`src/rtl/intra16x16_mode_decider.sv`:
```
// Intra 16x16 luma mode decider: accumulates V/H/DC SAD over 16 row beats and picks the cheapest available mode.
// Optional INTRA16_SAD_DEBUG_EN exposes the three final accumulator values as sad_v/sad_h/sad_dc.

module intra16_lane_absdiff #(
  parameter int W = 8
) (
  input  logic [W-1:0] orig_i,
  input  logic [W-1:0] v_i,
  input  logic [W-1:0] h_i,
  input  logic [W-1:0] dc_i,
  output logic [W-1:0] dv_o,
  output logic [W-1:0] dh_o,
  output logic [W-1:0] ddc_o
);
  assign dv_o  = (orig_i > v_i)  ? orig_i - v_i  : v_i  - orig_i;
  assign dh_o  = (orig_i > h_i)  ? orig_i - h_i  : h_i  - orig_i;
  assign ddc_o = (orig_i > dc_i) ? orig_i - dc_i : dc_i - orig_i;
endmodule

module intra16x16_mode_decider #(
  parameter int PIXEL_WIDTH = 8,
  parameter int SAD_WIDTH   = 16
) (
  input  logic                      clk,
  input  logic                      reset,
  input  logic                      start,
  input  logic                      top_avail,
  input  logic                      left_avail,
  input  logic                      row_valid,
  output logic                      row_ready,
  input  logic [16*PIXEL_WIDTH-1:0] orig_row,
  input  logic [16*PIXEL_WIDTH-1:0] vpred_row,
  input  logic [16*PIXEL_WIDTH-1:0] hpred_row,
  input  logic [16*PIXEL_WIDTH-1:0] dcpred_row,
  output logic                      out_valid,
  input  logic                      out_ready,
  output logic [1:0]                best_mode,
  output logic [SAD_WIDTH-1:0]      best_sad
`ifdef INTRA16_SAD_DEBUG_EN
  ,
  output logic [SAD_WIDTH-1:0]      sad_v,
  output logic [SAD_WIDTH-1:0]      sad_h,
  output logic [SAD_WIDTH-1:0]      sad_dc
`endif
);
  localparam int NUM_LANES = 16;
  localparam int ROW_W     = PIXEL_WIDTH + 4;

  typedef enum logic [1:0] {IDLE, ACCUM, COMPARE, DONE} state_t;

  state_t                 state_q;
  logic [3:0]             cnt_q;
  logic                   top_q, left_q;
  logic [SAD_WIDTH-1:0]   acc_v_q, acc_h_q, acc_dc_q;
  logic                   row_ready_q, out_valid_q;
  logic [1:0]             mode_q;
  logic [SAD_WIDTH-1:0]   sad_q;
`ifdef INTRA16_SAD_DEBUG_EN
  logic [SAD_WIDTH-1:0]   dbg_v_q, dbg_h_q, dbg_dc_q;
`endif

  logic [NUM_LANES-1:0][PIXEL_WIDTH-1:0] ad_v, ad_h, ad_dc;
  logic [ROW_W-1:0]       rsum_v, rsum_h, rsum_dc;
  logic [1:0]             mode_d;
  logic [SAD_WIDTH-1:0]   sad_d;
  logic                   beat;

  genvar g;
  generate
    for (g = 0; g < NUM_LANES; g++) begin : g_lane
      intra16_lane_absdiff #(.W(PIXEL_WIDTH)) u_ad (
        .orig_i (orig_row  [g*PIXEL_WIDTH +: PIXEL_WIDTH]),
        .v_i    (vpred_row [g*PIXEL_WIDTH +: PIXEL_WIDTH]),
        .h_i    (hpred_row [g*PIXEL_WIDTH +: PIXEL_WIDTH]),
        .dc_i   (dcpred_row[g*PIXEL_WIDTH +: PIXEL_WIDTH]),
        .dv_o   (ad_v[g]),
        .dh_o   (ad_h[g]),
        .ddc_o  (ad_dc[g])
      );
    end
  endgenerate

  always_comb begin
    rsum_v  = '0;
    rsum_h  = '0;
    rsum_dc = '0;
    for (int i = 0; i < NUM_LANES; i++) begin
      rsum_v  = rsum_v  + ROW_W'(ad_v[i]);
      rsum_h  = rsum_h  + ROW_W'(ad_h[i]);
      rsum_dc = rsum_dc + ROW_W'(ad_dc[i]);
    end
  end

  // DC is always a candidate; H then V override on <=, so ties favour the lower mode number.
  always_comb begin
    mode_d = 2'd2;
    sad_d  = acc_dc_q;
    if (left_q && (acc_h_q <= sad_d)) begin
      mode_d = 2'd1;
      sad_d  = acc_h_q;
    end
    if (top_q && (acc_v_q <= sad_d)) begin
      mode_d = 2'd0;
      sad_d  = acc_v_q;
    end
  end

  assign beat = row_valid && row_ready_q;

  always_ff @(posedge clk) begin
    if (reset) begin
      state_q     <= IDLE;
      cnt_q       <= '0;
      top_q       <= 1'b0;
      left_q      <= 1'b0;
      acc_v_q     <= '0;
      acc_h_q     <= '0;
      acc_dc_q    <= '0;
      row_ready_q <= 1'b0;
      out_valid_q <= 1'b0;
      mode_q      <= '0;
      sad_q       <= '0;
`ifdef INTRA16_SAD_DEBUG_EN
      dbg_v_q     <= '0;
      dbg_h_q     <= '0;
      dbg_dc_q    <= '0;
`endif
    end else begin
      case (state_q)
        IDLE: begin
          if (start) begin
            top_q       <= top_avail;
            left_q      <= left_avail;
            acc_v_q     <= '0;
            acc_h_q     <= '0;
            acc_dc_q    <= '0;
            cnt_q       <= '0;
            row_ready_q <= 1'b1;
            state_q     <= ACCUM;
          end
        end
        ACCUM: begin
          if (beat) begin
            acc_v_q  <= acc_v_q  + SAD_WIDTH'(rsum_v);
            acc_h_q  <= acc_h_q  + SAD_WIDTH'(rsum_h);
            acc_dc_q <= acc_dc_q + SAD_WIDTH'(rsum_dc);
            cnt_q    <= cnt_q + 4'd1;
            if (cnt_q == 4'd15) begin
              row_ready_q <= 1'b0;
              state_q     <= COMPARE;
            end
          end
        end
        COMPARE: begin
          mode_q      <= mode_d;
          sad_q       <= sad_d;
`ifdef INTRA16_SAD_DEBUG_EN
          dbg_v_q     <= acc_v_q;
          dbg_h_q     <= acc_h_q;
          dbg_dc_q    <= acc_dc_q;
`endif
          out_valid_q <= 1'b1;
          state_q     <= DONE;
        end
        DONE: begin
          if (out_ready) begin
            out_valid_q <= 1'b0;
            state_q     <= IDLE;
          end
        end
        default: state_q <= IDLE;
      endcase
    end
  end

  assign row_ready = row_ready_q;
  assign out_valid = out_valid_q;
  assign best_mode = mode_q;
  assign best_sad  = sad_q;
`ifdef INTRA16_SAD_DEBUG_EN
  assign sad_v  = dbg_v_q;
  assign sad_h  = dbg_h_q;
  assign sad_dc = dbg_dc_q;
`endif

endmodule

```
`config.mk`:
```
export PLATFORM = sky130hd
export DESIGN_NAME = intra16x16_mode_decider
export DESIGN_NICKNAME = d
export VERILOG_FILES = /design/src/rtl/intra16x16_mode_decider.sv
export SDC_FILE = /design/constraint.sdc
export NUM_CORES = 2
export LEC_CHECK = 0
export ABC_AREA = 1
export BUFFER_PORTS_ARGS = -buffer_cell sky130_fd_sc_hd__buf_2
export CAP_MARGIN = 15
export CORE_MARGIN = 4
export CORE_UTILIZATION = 25
export DETAILED_ROUTE_END_ITERATION = 8
export MAX_ROUTING_LAYER = met4
export SETUP_SLACK_MARGIN = 0.15
export SLEW_MARGIN = 20
export SYNTH_ARGS = -nofsm -noshare
export SYNTH_HDL_FRONTEND = slang
export SYNTH_HIERARCHICAL = 1
export SYNTH_SLANG_ARGS = --single-unit
```
`constraint.sdc`:
```
create_clock -name clk -period 18.5 [get_ports clk]
set_clock_uncertainty 0.15 [all_clocks]
set_input_delay 4.625 -clock clk [delete_from_list [all_inputs] [get_ports clk]]
set_output_delay 4.625 -clock clk [all_outputs]
set_load 0.02 [all_outputs]
```
==> impl_metrics.tcl <==
set metrics [dict create \
    fin_nets 11500 \
    setup_viol 0 \
    area_growth_pct 10.3 \
    die_w_um 483 \
    crit_path_top_delay_cell "fa_1" \
    critPathLaunchType "primary input" \
    grt_pass1_vias 51400 \
    post_cts_resized 0 \
    hold_viol_final 0 \
    antenna_left 0 \
    grt_max_degree 62 \
    r2r-start "acc_dc_q[2]$_SDFFE_PP0P_" \
    worstPathArrival_ns 11.70 \
    die_y_um 483 \
    slew_headroom_pct 40.6 \
    rows 174 \
    tightest_slew_ns 0.890 \
    path_max_fanout 11 \
    core_area_um2 224000 \
    drcViolationCount 0 \
    place_inst 12700 \
    final_cells 12700 \
    dieArea_um2 233000 \
    critical_path.endpoint_type "flip-flop" \
    cts_buffers 9 \
    hold_buffers 0 \
    cp-startpoint "orig_row[105]" \
    cts_setup_buffers 0 \
    fmax_ghz 0.0864 \
    path_clk_slew_ns 0.06 \
    antenna_found_initial 70 \
    routabilityCongestion 0.992 \
    yosysSeqAreaShare_pct 2.70 \
    ys_types 44 \
    synthCells 9271 \
    max-cap-violations 0 \
    status "finished clean" \
    avgViaCountPerCell 4.33 \
    min_period_over_period_pct 62.6 \
    final_max_slew_viol_count 0 \
    crit_path_end "acc_dc_q[14]$_SDFFE_PP0P_" \
    cts-htree-levels 3 \
    cts.sinks 76 \
    rsz0062_at_grt "false" \
    hpwl_mm 198 \
    wirelength_mm 215 \
    wire_per_inst_um 16.9 \
    io_buffers 538 \
    required_ns 18.63 \
    r2r_end "acc_dc_q[14]$_SDFFE_PP0P_" \
    start_util_pct 25.1 \
    cts_tree "built" \
    drive_above_1_share_pct 10.3 \
    path_common_cell "nand2_1" \
    fin_tns_setup_ns 0 \
    track_usage_pct 18.3 \
    r2r_setup_slack_ns 12.61 \
    drt-initial-drc-count 4104 \
    crit_path_max_incr_delay_ns 0.65 \
    clock_path_buffers 2 \
    yosys_register_bits 76 \
    syn-num-nets 11100 \
    yosysWarnings 6 \
    grt_pass1_wl_mm 314 \
    crit_type "primary input to flip-flop" \
    syn_area_um2 56400 \
    reg2reg_depth 23 \
    dr.pass1.iters 6 \
    root_buffer "clkbuf_16" \
    overflow 0 \
    final.min_clock_period_ns 11.57 \
    vias 55100 \
    clk_latency_ns 0.35 \
    hold_class "flip-flop to flip-flop" \
    synth_area_per_cell_um2 6.08 \
    num_io_pins 539 \
]
registers in the layout (all words and copies together) (netlist names):
register and count:
left_q 1, top_q 1, out_valid 1, best_sad 16
acc_dc_q 16, cnt_q 4, acc_v_q 16, acc_h_q 16
best_mode 2, state_q 2, row_ready 1
how the worst min path moves through the flow:
stage | start | cells after the start | endpoint | slack, ns
2_1_floorplan | cnt_q[3]$_SDFFE_PP0P_ | 2 | cnt_q[3]$_SDFFE_PP0P_ | 0.29
3_3_place_gp | best_sad[12]$_SDFFE_PP0P_ | 2 | best_sad[12]$_SDFFE_PP0P_ | 0.30
3_5_place_dp | best_mode[1]$_SDFFE_PP0P_ | 2 | best_mode[1]$_SDFFE_PP0P_ | 0.30
4_1_cts | best_mode[1]$_SDFFE_PP0P_ | 2 | best_mode[1]$_SDFFE_PP0P_ | 0.31
5_1_grt | best_sad[0]$_SDFFE_PP0P_ | 2 | best_sad[0]$_SDFFE_PP0P_ | 0.33
6_report | best_mode[1]$_SDFFE_PP0P_ | 2 | best_mode[1]$_SDFFE_PP0P_ | 0.31
layer usage:
layer  vias to the layer above  GRT usage, %  part of all wire [%]
li1                      28300             -                     -
met1                     25100          25.1                    46
met2                      1573          28.9                    44
met3                       128          2.96                   7.8
met4                         0          2.85                   1.9
met5                         -             -                     0
cell usage after synthesis (all sizes together):
library cell,number,area [um2]
clkbuf,9,33.8
inv,2512,9430
or2,95,607
nor3b,1,7.51
a21oi,364,1870
xor2,239,2090
ha,847,10600
xnor2,50,438
nand4,105,657
nand2,3221,12400
nor2,232,993
and2,15,93.8
a22oi,2,15.0
buf,125,998
nand3b,7,52.6
nor3,10,60.1
a21o,7,52.6
fa,447,8950
a21boi,2,15.0
o21bai,4,30.0
o21a,3,22.5
nand3,705,3940
a31oi,6,37.5
o21ai,187,1490
dfxtp,76,1520
metrics by stage:
step           hold WS [ns]  instance area [um2]  setup WS (ns)  util (%)
6_report              0.312                62200           6.93      27.7
2_1_floorplan         0.289                56400           7.70         -
3_3_place_gp          0.303                61800           6.60      27.5
5_1_grt               0.327                62200           6.41      27.7
3_5_place_dp          0.303                61800           6.61      27.5
4_1_cts               0.312                62100           6.95      27.6
worst max-delay path: cells and delay by family:
| kind | cells | cell delay, ns |
|---|---|---|
| adders and majority gates | 9 | 4.41 |
| buffers and inverters | 8 | 0.77 |
| AOI/OAI and AO/OA | 5 | 0.92 |
| and+or+nand+nor | 11 | 0.96 |
cells by family after synthesis:
| logic type | Yosys count | synth area share (%) |
|---|---|---|
| compound gates | 575 | 6.26 |
| xor+xnor | 289 | 4.49 |
| fa+ha+maj | 1294 | 34.7 |
| buf+inv | 2646 | 18.6 |
| flops | 76 | 2.70 |
| simple gates | 4391 | 33.3 |
cell usage in the layout (no fill, tap or decap), types with 52 or more instances in the layout:
master / n
nand2_1: 3124
inv_1: 2508
ha_1: 847
nand3_1: 623
buf_2: 538
fa_1: 447
a21oi_1: 352
xor2_1: 239
nor2_1: 183
o21ai_2: 141
nand4_1: 105
nand2_2: 93
nand3_2: 82
dfxtp_1: 76
diode_2: 52
area by class of cell:
class / count / area, um2
diodes: 52 / 130
well taps: 2992 / 3740
clock buffers: 11 / 243
repair buffers: 539 / 2700
fillers: 25500 / 162000
inverters: 2512 / 9430
multi-input cells: 6549 / 44400
clock inverters: 5 / 37.5
flip-flops and latches: 76 / 1520
Power is not shown: default switching activity piles up to over one toggle a cycle in this logic, so the estimate is an artifact.
